File: config.mk
export PLATFORM = sky130hd
export DESIGN_NAME = line_rasterizer
export DESIGN_NICKNAME = d
export VERILOG_FILES = /design/src/rtl/line_rasterizer.sv
export SDC_FILE = /design/constraint.sdc
export NUM_CORES = 1
export LEC_CHECK = 0
export BUFFER_PORTS_ARGS = -buffer_cell sky130_fd_sc_hd__buf_2
export CORE_MARGIN = 1
export CORE_UTILIZATION = 29
export CTS_CLUSTER_DIAMETER = 120
export DETAILED_ROUTE_END_ITERATION = 8
export PLACE_DENSITY_LB_ADDON = 0.25
export SYNTH_ARGS = -nofsm -noshare
export SYNTH_HDL_FRONTEND = slang
export SYNTH_SLANG_ARGS = --single-unit
File: constraint.sdc
create_clock -name clock_in -period 13.4 [get_ports clock_in]
set_input_delay 1.34 -clock clock_in [delete_from_list [all_inputs] [get_ports clock_in]]
set_output_delay 1.34 -clock clock_in [all_outputs]
set_load 0.05 [all_outputs]
File: src/rtl/line_rasterizer.sv
// Bresenham line rasterizer: latches two endpoints, then emits one pixel per
// clock with a write strobe until the end point has been presented.
module line_rasterizer (
    input  logic       clock_in,
    input  logic       reset_n_in,
    input  logic       enable_in,
    input  logic [9:0] x0_in,
    input  logic [8:0] y0_in,
    input  logic [9:0] x1_in,
    input  logic [8:0] y1_in,
    output logic [9:0] horizontal_out,
    output logic [8:0] vertical_out,
    output logic       write_enable_out,
    output logic       ready_out
);

    typedef enum logic [1:0] {StIdle, StSetup, StDraw, StDone} state_t;

    state_t             r_state;
    logic        [9:0]  r_x0;
    logic        [8:0]  r_y0;
    logic        [9:0]  r_x1;
    logic        [8:0]  r_y1;
    logic        [9:0]  r_cx;
    logic        [8:0]  r_cy;
    logic signed [11:0] r_dx;
    logic signed [11:0] r_dy;
    logic signed [11:0] r_err;
    logic               r_sx;   // 1: step +1, 0: step -1
    logic               r_sy;
    logic        [9:0]  r_hor;
    logic        [8:0]  r_ver;
    logic               r_we;
    logic               r_ready;

    logic        [9:0]  w_abs_x;
    logic        [8:0]  w_abs_y;
    logic signed [11:0] w_dx_init;
    logic signed [11:0] w_dy_init;
    logic signed [12:0] w_e2;
    logic               w_step_x;
    logic               w_step_y;
    logic               w_at_end;
    logic signed [11:0] w_err_next;

    assign w_abs_x   = (r_x1 >= r_x0) ? (r_x1 - r_x0) : (r_x0 - r_x1);
    assign w_abs_y   = (r_y1 >= r_y0) ? (r_y1 - r_y0) : (r_y0 - r_y1);
    assign w_dx_init = $signed({2'b00, w_abs_x});
    assign w_dy_init = 12'sd0 - $signed({3'b000, w_abs_y});

    // Both step decisions use the same pre-update error term.
    assign w_e2      = $signed({r_err, 1'b0});
    assign w_step_x  = (w_e2 >= $signed({r_dy[11], r_dy}));
    assign w_step_y  = (w_e2 <= $signed({r_dx[11], r_dx}));
    assign w_at_end  = (r_cx == r_x1) && (r_cy == r_y1);

    // Error term after this cycle's x and/or y step.
    always_comb begin
        w_err_next = r_err;
        if (w_step_x) w_err_next = w_err_next + r_dy;
        if (w_step_y) w_err_next = w_err_next + r_dx;
    end

    // Control FSM with registered pixel, strobe and ready outputs.
    always_ff @(posedge clock_in or negedge reset_n_in) begin
        if (!reset_n_in) begin
            r_state <= StIdle;
            r_x0    <= '0;
            r_y0    <= '0;
            r_x1    <= '0;
            r_y1    <= '0;
            r_cx    <= '0;
            r_cy    <= '0;
            r_dx    <= '0;
            r_dy    <= '0;
            r_err   <= '0;
            r_sx    <= 1'b0;
            r_sy    <= 1'b0;
            r_hor   <= '0;
            r_ver   <= '0;
            r_we    <= 1'b0;
            r_ready <= 1'b1;
        end else begin
            unique case (r_state)
                StIdle: begin
                    r_we    <= 1'b0;
                    r_ready <= 1'b1;
                    if (enable_in) begin
                        r_x0    <= x0_in;
                        r_y0    <= y0_in;
                        r_x1    <= x1_in;
                        r_y1    <= y1_in;
                        r_ready <= 1'b0;
                        r_state <= StSetup;
                    end
                end
                StSetup: begin
                    r_dx    <= w_dx_init;
                    r_dy    <= w_dy_init;
                    r_err   <= w_dx_init + w_dy_init;
                    r_sx    <= (r_x0 < r_x1);
                    r_sy    <= (r_y0 < r_y1);
                    r_cx    <= r_x0;
                    r_cy    <= r_y0;
                    r_state <= StDraw;
                end
                StDraw: begin
                    r_hor <= r_cx;
                    r_ver <= r_cy;
                    r_we  <= 1'b1;
                    if (w_at_end) begin
                        r_state <= StDone;
                    end else begin
                        r_err <= w_err_next;
                        if (w_step_x) r_cx <= r_sx ? (r_cx + 10'd1) : (r_cx - 10'd1);
                        if (w_step_y) r_cy <= r_sy ? (r_cy + 9'd1) : (r_cy - 9'd1);
                    end
                end
                StDone: begin
                    // Hold the last pixel; a redraw needs enable to drop first.
                    r_we    <= 1'b0;
                    r_ready <= 1'b1;
                    if (!enable_in) r_state <= StIdle;
                end
                default: r_state <= StIdle;
            endcase
        end
    end

    assign horizontal_out   = r_hor;
    assign vertical_out     = r_ver;
    assign write_enable_out = r_we;
    assign ready_out        = r_ready;

endmodule

# [After elaboration in Yosys (flattened, before gate mapping)]
# Index checks and enable logic that the tools add are counted.
[op_classes] addsub=12 magnitude_cmp=6 eq_ne=11 mux=21 n_reduce_logical=11
[op_table] op="$mux 10" n=4
[op_table] op="$mux 12" n=3
[op_table] op="$mux 9" n=4
[op_table] op="$pmux 12 s2" n=1
[op_table] op="$pmux 10 s2" n=1
[op_table] op="$sub 10x10->10" n=2
[op_table] op="$pmux 9 s2" n=1
[op_table] op="$sub 9x9->9" n=2
[op_table] op="$ge 13x10->1" n=1
[op_table] op="$le 13x11->1" n=1
[op_table] op="$add 11x10->12" n=1
[op_table] op="$add 12x10->12" n=1
[op_table] op="$add 12x11->12" n=1
[op_table] op="$ne 2x2->1 const B" n=6
[op_table] op="$add 10x1->10 const B" n=1
[op_table] op="$eq 10x10->1" n=1
[op_table] op="$ge 10x10->1" n=1
[op_table] op="$lt 10x10->1" n=1
[op_table] op="$sub 1x9->10 const A" n=1
[op_table] op="$sub 10x1->10 const B" n=1
[op_table] op="$add 9x1->9 const B" n=1
[op_table] op="$eq 9x9->1" n=1
[op_table] op="$ge 9x9->1" n=1
[op_table] op="$lt 9x9->1" n=1
[op_table] op="13 further kinds" n=22
[totals] ff_bits=114 wordCells=77

# [Longest topological paths before layout]
# Gate-level depths: netlist (run 1).
[logic_depth] depth_word=6 depth_mapped=22 depth_no_buf=22

# [Worst setup path before layout (run 1)]
# Ideal clock, no wire load.
[synth_timing] path_kind="register to register" from="register r_y0[2]" to="register r_err[11]" setup_ps=125 arrival_time_ps=4644 setup_slack_ps=8631 stages_incl_launch_ff=20 n_path_buf=1 cell_sequence="dfrtp_1 -> inv_1 -> ha_1 -> buf_2 -> and4_1 -> and3_4 -> nor4_4 -> mux2_4 -> nor4_4 -> and2b_1 -> ha_1 -> a21oi_1 -> o21ai_0 -> a21oi_1 -> nor3b_1 -> mux2_4 -> o41ai_2 -> a221oi_1 -> o32ai_1 -> nor2_1"
[synth_via] elab_chain_cells=5 word_cells_on_any_way=7 classes_between="4 x add/sub; 1 x order compare; 2 x mux"
[synth_rtl] item="start: declaration" line_no="21" source="logic [8:0] r_y0;"
[synth_rtl] item="start signal: assignment" line_no="90" source="r_y0 <= y0_in;"
[synth_rtl] item="$sub 9x9->9 / $ge 9x9->1 (equally long branches)" line_no="47" source="assign w_abs_y = (r_y1 >= r_y0) ? (r_y1 - r_y0) : (r_y0 - r_y1);"
[synth_rtl] item="$mux 9 *" line_no="47"
[synth_rtl] item="$sub 1x9->10 *" line_no="49" source="assign w_dy_init = 12'sd0 - $signed({3'b000, w_abs_y});"
[synth_rtl] item="named net w_dy_init[2]" line_no="39" source="logic signed [11:0] w_dy_init;"
[synth_rtl] item="$add 11x10->12 *" line_no="100" source="r_err <= w_dx_init + w_dy_init;"
[synth_rtl] item="$pmux 12 s2 *" line_no="84" source="unique case (r_state)"
[synth_rtl] item="end signal: assignment" line_no="100"
[synth_rtl] item="end signal: assignment" line_no="114" source="r_err <= w_err_next;"
[synth_rtl] item="end: declaration" line_no="28" source="logic signed [11:0] r_err;"
# Mark *: on every way through the listed nets, which the timed path passes. The rest lies on a longest branch.
# A chain may end at the register's enable or synchronous reset.

# [Worst setup path in the final report (run 1)]
[layout_timing] from="register r_y0[6]" to="register r_err[11]"
[layout_via] elab_chain_cells=5 word_cells_on_any_way=7 classes_between="4 x add/sub; 1 x order compare; 2 x mux"
[layout_rtl] item="$ge 9x9->1" line_no="47"
[layout_rtl] item="$mux 9" line_no="47"
[layout_rtl] item="$sub 1x9->10" line_no="49"
[layout_rtl] item="named net w_dy_init[2]" line_no="39"
[layout_rtl] item="$add 11x10->12" line_no="100"
[layout_rtl] item="$pmux 12 s2" line_no="84"
# The timed path passes the listed nets, and every way through them passes these cells.

==> results.json, run 1 <==
{
  "status": "complete, no violations",
  "setup.worst_path.start_class": "flip-flop",
  "core_um2": 31560,
  "drt-initial-drc-count": 238,
  "maxCapViolations": 0,
  "syn_nets": 1141,
  "hp-class": "flip-flop to flip-flop",
  "die_area_um2": 32780,
  "top_usage_layer": "met2",
  "required_ns": 13.71,
  "fmax_mhz": 186.9,
  "postLayoutCellArea_um2": 10690,
  "drv_slew": 0,
  "die_x_um": 181.1,
  "drt_first_pass_iters": 5,
  "clock_latency_ns": 0.43,
  "drc": 0,
  "cts_resized": 0,
  "cts_sinks": 114,
  "final_util": 0.3387,
  "grt_usage": 0.1473,
  "ctsLongestPathBuffers": 2,
  "whs_path_depth": 2,
  "ant_nets": 0,
  "use_met1": 0.2072,
  "end_kind": "flip-flop",
  "antenna_found_initial": 0,
  "ctsRootBufferMaster": "clkbuf_16",
  "synth_cell_types": 73,
  "path_class": "flip-flop to flip-flop",
  "tritoncts": "built",
  "ff2ff_path_depth": 18,
  "io_pins": 62,
  "ys_warn_count": 0,
  "grt_pass1_vias": 7161,
  "grt_start_max_net_pins": 69,
  "dpl.cell_count": 1423,
  "min_period_ns": 5.352,
  "syn_inst": 980,
  "grt_first_pass_wirelength_um": 38140,
  "fin_crit_sh": 0.3994,
  "vias": 7005,
  "initial_core_util": 0.2947,
  "final-setup-viol-count": 0,
  "placed_cell_area_um2": 10070,
  "synth-edff-count": 0,
  "relSlewSlack": 0.3338,
  "final_common_cell": "dfrtp_1",
  "clkTransAtPathRegs_ns": 0.06,
  "wire_per_inst_um": 15.76,
  "placement.io_buffers": 61,
  "arrival_ns": 5.66,
  "rrSetupSlack_ns": 8.05,
  "postCtsSetupBuffers": 0,
  "htree_num_levels": 4,
  "ys_seq_area_frac": 0.3069,
  "worstMarginPinSlew_ns": 0.9958,
  "hpwl_um": 17390,
  "async_flop_share": 1.000,
  "diodes": 0,
  "final_layout_size_suffix_gt1_frac": 0.1825,
  "final_cell_mix": "113 x dfrtp_1, 110 x ha_1, 106 x inv_1, 82 x a21oi_1, 73 x mux2_2",
  "drt-total-wl_um": 22920,
  "synth_seq_cells": 114,
  "gr-usage-met3": 0.01633,
  "areaGrowthSynthToFinish_pct": 14.92,
  "use_met2": 0.2366,
  "avgSynthCellArea_um2": 9.489,
  "syn-cell-area_um2": 9299,
  "rsz0062_at_grt": "false",
  "cts_buffers": 17,
  "ys.flop_type": "dfrtp_1",
  "cp_max_fo": 9,
  "final_nets": 1201,
  "setup_tns_ns": 0,
  "clock-skew-final_ns": 0.01484,
  "cts_hold_buf": 0,
  "viasPerCell": 4.818,
  "hold_viol": 0,
  "die_y_um": 181.1,
  "rows": 65,
  "layout.cells.non_filler": 1454,
  "overflow": 0,
  "globalplace.congestion": 0.8376
}
## cell usage after synthesis (all sizes together), types with 2 or more instances
| cell type | n | share of area |
|---|---|---|
| mux2i | 27 | 0.029 |
| nand2b | 14 | 0.0094 |
| o21bai | 15 | 0.012 |
| o311ai | 4 | 0.0038 |
| dfrtp | 113 | 0.30 |
| inv | 106 | 0.043 |
| mux2 | 75 | 0.092 |
| fa | 9 | 0.019 |
| nor3 | 10 | 0.0054 |
| o21a | 15 | 0.012 |
| a2111oi | 2 | 0.0039 |
| a221o | 3 | 0.0032 |
| o41ai | 3 | 0.0036 |
| nor4 | 4 | 0.0066 |
| nand4 | 11 | 0.0081 |
| nand3 | 12 | 0.0065 |
| a221oi | 5 | 0.0054 |
| a31oi | 4 | 0.0027 |
| o22ai | 3 | 0.0020 |
| ha | 111 | 0.15 |
| and3 | 7 | 0.0052 |
| nand3b | 3 | 0.0028 |
| xor2 | 9 | 0.0085 |
| a21o | 24 | 0.019 |
| nor2b | 12 | 0.0081 |
| and4 | 3 | 0.0028 |
| o31ai | 2 | 0.0016 |
| o21ai | 56 | 0.030 |
| o211a | 2 | 0.0022 |
| or2 | 2 | 0.0013 |
| nor3b | 5 | 0.0046 |
| xnor2 | 65 | 0.061 |
| a21oi | 83 | 0.045 |
| a211o | 2 | 0.0019 |
| nor2 | 37 | 0.015 |
| a211oi | 6 | 0.0059 |
| buf | 7 | 0.0031 |
| nand2 | 58 | 0.023 |
| clkbuf | 20 | 0.0081 |
| o211ai | 12 | 0.0097 |
## stage by stage
stage	worst slack, ns	hold WS (ns)
detailed placement	8.010	0.4651
global route	7.516	0.5037
CTS	8.014	0.4742
finish	8.048	0.4672
global placement	8.152	0.4570
floorplan	8.631	0.5018
## cell type report
type | instances | area (um^2)
clock buffer | 21 | 460.4
clock inverter | 10 | 157.7
fill | 3213 | 20870
inverter | 107 | 401.6
multi-input combinational | 732 | 5949
sequential | 114 | 2854
tap | 402 | 503.0
timing repair buffer | 68 | 360.3
## final timing paths
check / start / to
max: r_y0[6]$_DFFE_PN0P_ / r_err[11]$_DFFE_PN0P_
min: ready_out$_DFFE_PN1N_ / ready_out$_DFFE_PN1N_
max reg2reg: r_y0[6]$_DFFE_PN0P_ / r_err[11]$_DFFE_PN0P_
min reg2reg: ready_out$_DFFE_PN1N_ / ready_out$_DFFE_PN1N_
max in group asynchronous: reset_n_in / r_x0[9]$_DFFE_PN0P_
min in group asynchronous: reset_n_in / r_y1[5]$_DFFE_PN0P_
## critical path, stage by stage (launching register included)
cell	delay [ns]
dfrtp_1	0.40
inv_1	0.06
ha_1	0.39
a21oi_2	0.24
o21ai_1	0.15
nor4_4	0.68
mux2_4	0.39
nor4_4	0.37
and2b_1	0.25
ha_1	0.34
a21oi_1	0.21
o21ai_0	0.11
a21oi_1	0.33
nor3_1	0.08
mux2_4	0.30
o41ai_2	0.40
a221oi_1	0.16
o32ai_1	0.30
nor2_1	0.07
## cell families after synthesis
logic type                 Yosys count  share of synthesized area
xor gates and xnor gates            74                    0.06970
DFF                                114                     0.3069
buffers and inverters              134                    0.05436
AOI/OAI and AO/OA                  251                     0.1744
and+or+nand+nor                    185                     0.1052
adders and majority gates          120                     0.1687
muxes                              102                     0.1207
## metal layers
layer | vias to the layer above | part of all wire
met1 | 3304 | 0.51
met4 | 0 | 0.013
li1 | 3583 | -
met2 | 99 | 0.45
met3 | 19 | 0.022
met5 | - | 0
## sequential cells by signal, summed over array words and instances, names as in the netlist
signal	cells
r_dx	10
vertical_out	9
r_err	12
r_cy	9
r_x1	10
r_sx	1
r_dy	10
ready_out	1
r_sy	1
r_cx	10
r_y1	9
r_y0	9
horizontal_out	10
r_x0	10
write_enable_out	1
r_state	2
Power of run 1 is not shown: default switching activity piles up to over one toggle a cycle in this logic, so the estimate is an artifact.
==> inputs of run 2 (changes only) <==
==> constraint.sdc (replaced) <==
create_clock -name clock_in -period 4.7 [get_ports clock_in]
set_input_delay 0.47 -clock clock_in [delete_from_list [all_inputs] [get_ports clock_in]]
set_output_delay 0.47 -clock clock_in [all_outputs]
set_load 0.05 [all_outputs]
==> results.json, run 2 (synthesis gave the netlist of run 1 again) <==
{
  "ant_nets": 0,
  "cts_buffers": 17,
  "required_ns": 5.00,
  "areaGrowthSynthToFinish_pct": 20.76,
  "relSlewSlack": 0.3259,
  "grt_first_pass_wirelength_um": 39340,
  "final_nets": 1261,
  "antenna_found_initial": 0,
  "worstMarginPinSlew_ns": 1.008,
  "io_pins": 62,
  "end_kind": "flip-flop",
  "maxCapViolations": 0,
  "holdWs_ns": 0.06133,
  "arrival_ns": 4.74,
  "rows": 65,
  "drt-initial-drc-count": 262,
  "fmax_mhz": 225.0,
  "final_common_cell": "dfrtp_1",
  "clock_latency_ns": 0.42,
  "cp_max_fo": 5,
  "top_register": "r_err",
  "setup.worst_path.start_class": "flip-flop",
  "drt-total-wl_um": 23810,
  "drt_first_pass_iters": 5,
  "clock-skew-final_ns": 0.01155,
  "initial_core_util": 0.2947,
  "reg2reg_from": "r_y0[0]$_DFFE_PN0P_",
  "rrSetupSlack_ns": 0.26,
  "cp-startpoint": "r_y0[0]$_DFFE_PN0P_",
  "die_x_um": 181.1,
  "largest_reg_flops": 12,
  "status": "complete, no violations",
  "final-setup-viol-count": 0,
  "ff2ff_path_depth": 22,
  "drv_slew": 0,
  "core_um2": 31560,
  "cts_sinks": 114,
  "fin_crit_sh": 0.9457,
  "overflow": 0,
  "placement.io_buffers": 61,
  "hpwl_um": 18070,
  "globalplace.congestion": 0.8559,
  "diodes": 0,
  "pre_cts_ws_ns": -0.04446,
  "grt_usage": 0.1521,
  "die_y_um": 181.1,
  "grt_pass1_vias": 7450,
  "min_period_ns": 4.445,
  "ctsRootBufferMaster": "clkbuf_16",
  "htree_num_levels": 4,
  "vias": 7291,
  "hold_viol": 0,
  "tritoncts": "built",
  "final_layout_size_suffix_gt1_frac": 0.2534,
  "path_class": "flip-flop to flip-flop",
  "grt_start_max_net_pins": 59,
  "wire_per_inst_um": 15.72,
  "die_area_um2": 32780,
  "final_cell_mix": "113 x dfrtp_1, 105 x ha_1, 104 x inv_1, 75 x a21oi_1, 73 x mux2_2",
  "viasPerCell": 4.813,
  "clkTransAtPathRegs_ns": 0.06,
  "hp-class": "input port to asynchronous set/reset pin",
  "r2r-end": "r_err[11]$_DFFE_PN0P_",
  "ctsLongestPathBuffers": 2,
  "setup_slack_ns": 0.2553,
  "drc": 0
}
run 2: per-stage QoR:
step                      instance area [um^2]  utilization  setup TNS (ns)  cells
after global routing                     11230       0.3559       -0.007076   1515
after detailed placement                 10470       0.3318        -0.04666   1476
after CTS                                11030       0.3496               0   1508
final                                    11230       0.3559               0   1515
after floorplan                           9303            -               0    980
after global placement                   10470       0.3318               0   1476
run 2: worst max path at each step:
stage | endpoint | slack [ns] | cells past startpoint
after global placement | r_err[11]$_DFFE_PN0P_ | 0.04 | 21
after floorplan | r_err[11]$_DFFE_PN0P_ | 0.004 | 19
final | r_err[11]$_DFFE_PN0P_ | 0.26 | 22
after detailed placement | r_err[11]$_DFFE_PN0P_ | -0.04 | 18
after global routing | r_err[11]$_DFFE_PN0P_ | -0.007 | 22
after CTS | r_err[11]$_DFFE_PN0P_ | 0.002 | 20
run 2: layout make-up:
class | count | area, um^2
Sequential cell | 114 | 2854
Fill cell | 3277 | 20330
Clock inverter | 14 | 108.9
Inverter | 107 | 401.6
Clock buffer | 18 | 429.2
Tap cell | 402 | 503.0
Multi-Input combinational cell | 732 | 6115
Timing Repair Buffer | 128 | 818.3
run 2: critical path, cell delays in order (launching register included):
cell      delay [ns]
dfrtp_1         0.39
inv_1           0.06
ha_1            0.32
and4_1          0.23
and3_4          0.19
nor4_4          0.31
buf_6           0.17
a21boi_1        0.17
buf_4           0.15
nor4_4          0.04
buf_4           0.16
xnor2_1         0.15
ha_1            0.31
inv_1           0.07
o21ai_2         0.16
a21oi_2         0.09
buf_4           0.14
or3b_1          0.38
mux2i_4         0.20
o41ai_4         0.12
a221oi_2        0.30
a32o_1          0.16
nor2_1          0.05
run 2: what timing repair did:
item | CTS | global route
gates resized for setup | 5 | 37
setup buffers | 0 | 7
endpoints found under the setup margin | 2 | 5
cloned | 0 | 0
hold buffers | 0 | 0
pin swaps | 0 | 8
run 2: routing by layer:
| layer | vias up | GRT usage | wire length (um) |
|---|---|---|---|
| met2 | 97 | 0.2517 | 10990 |
| met1 | 3478 | 0.2074 | 12000 |
| met5 | - | 0 | 0 |
| met4 | 0 | 0.04068 | 301 |
| li1 | 3698 | - | - |
| met3 | 18 | 0.02076 | 519 |
Power of run 2 is left out for the same reason.
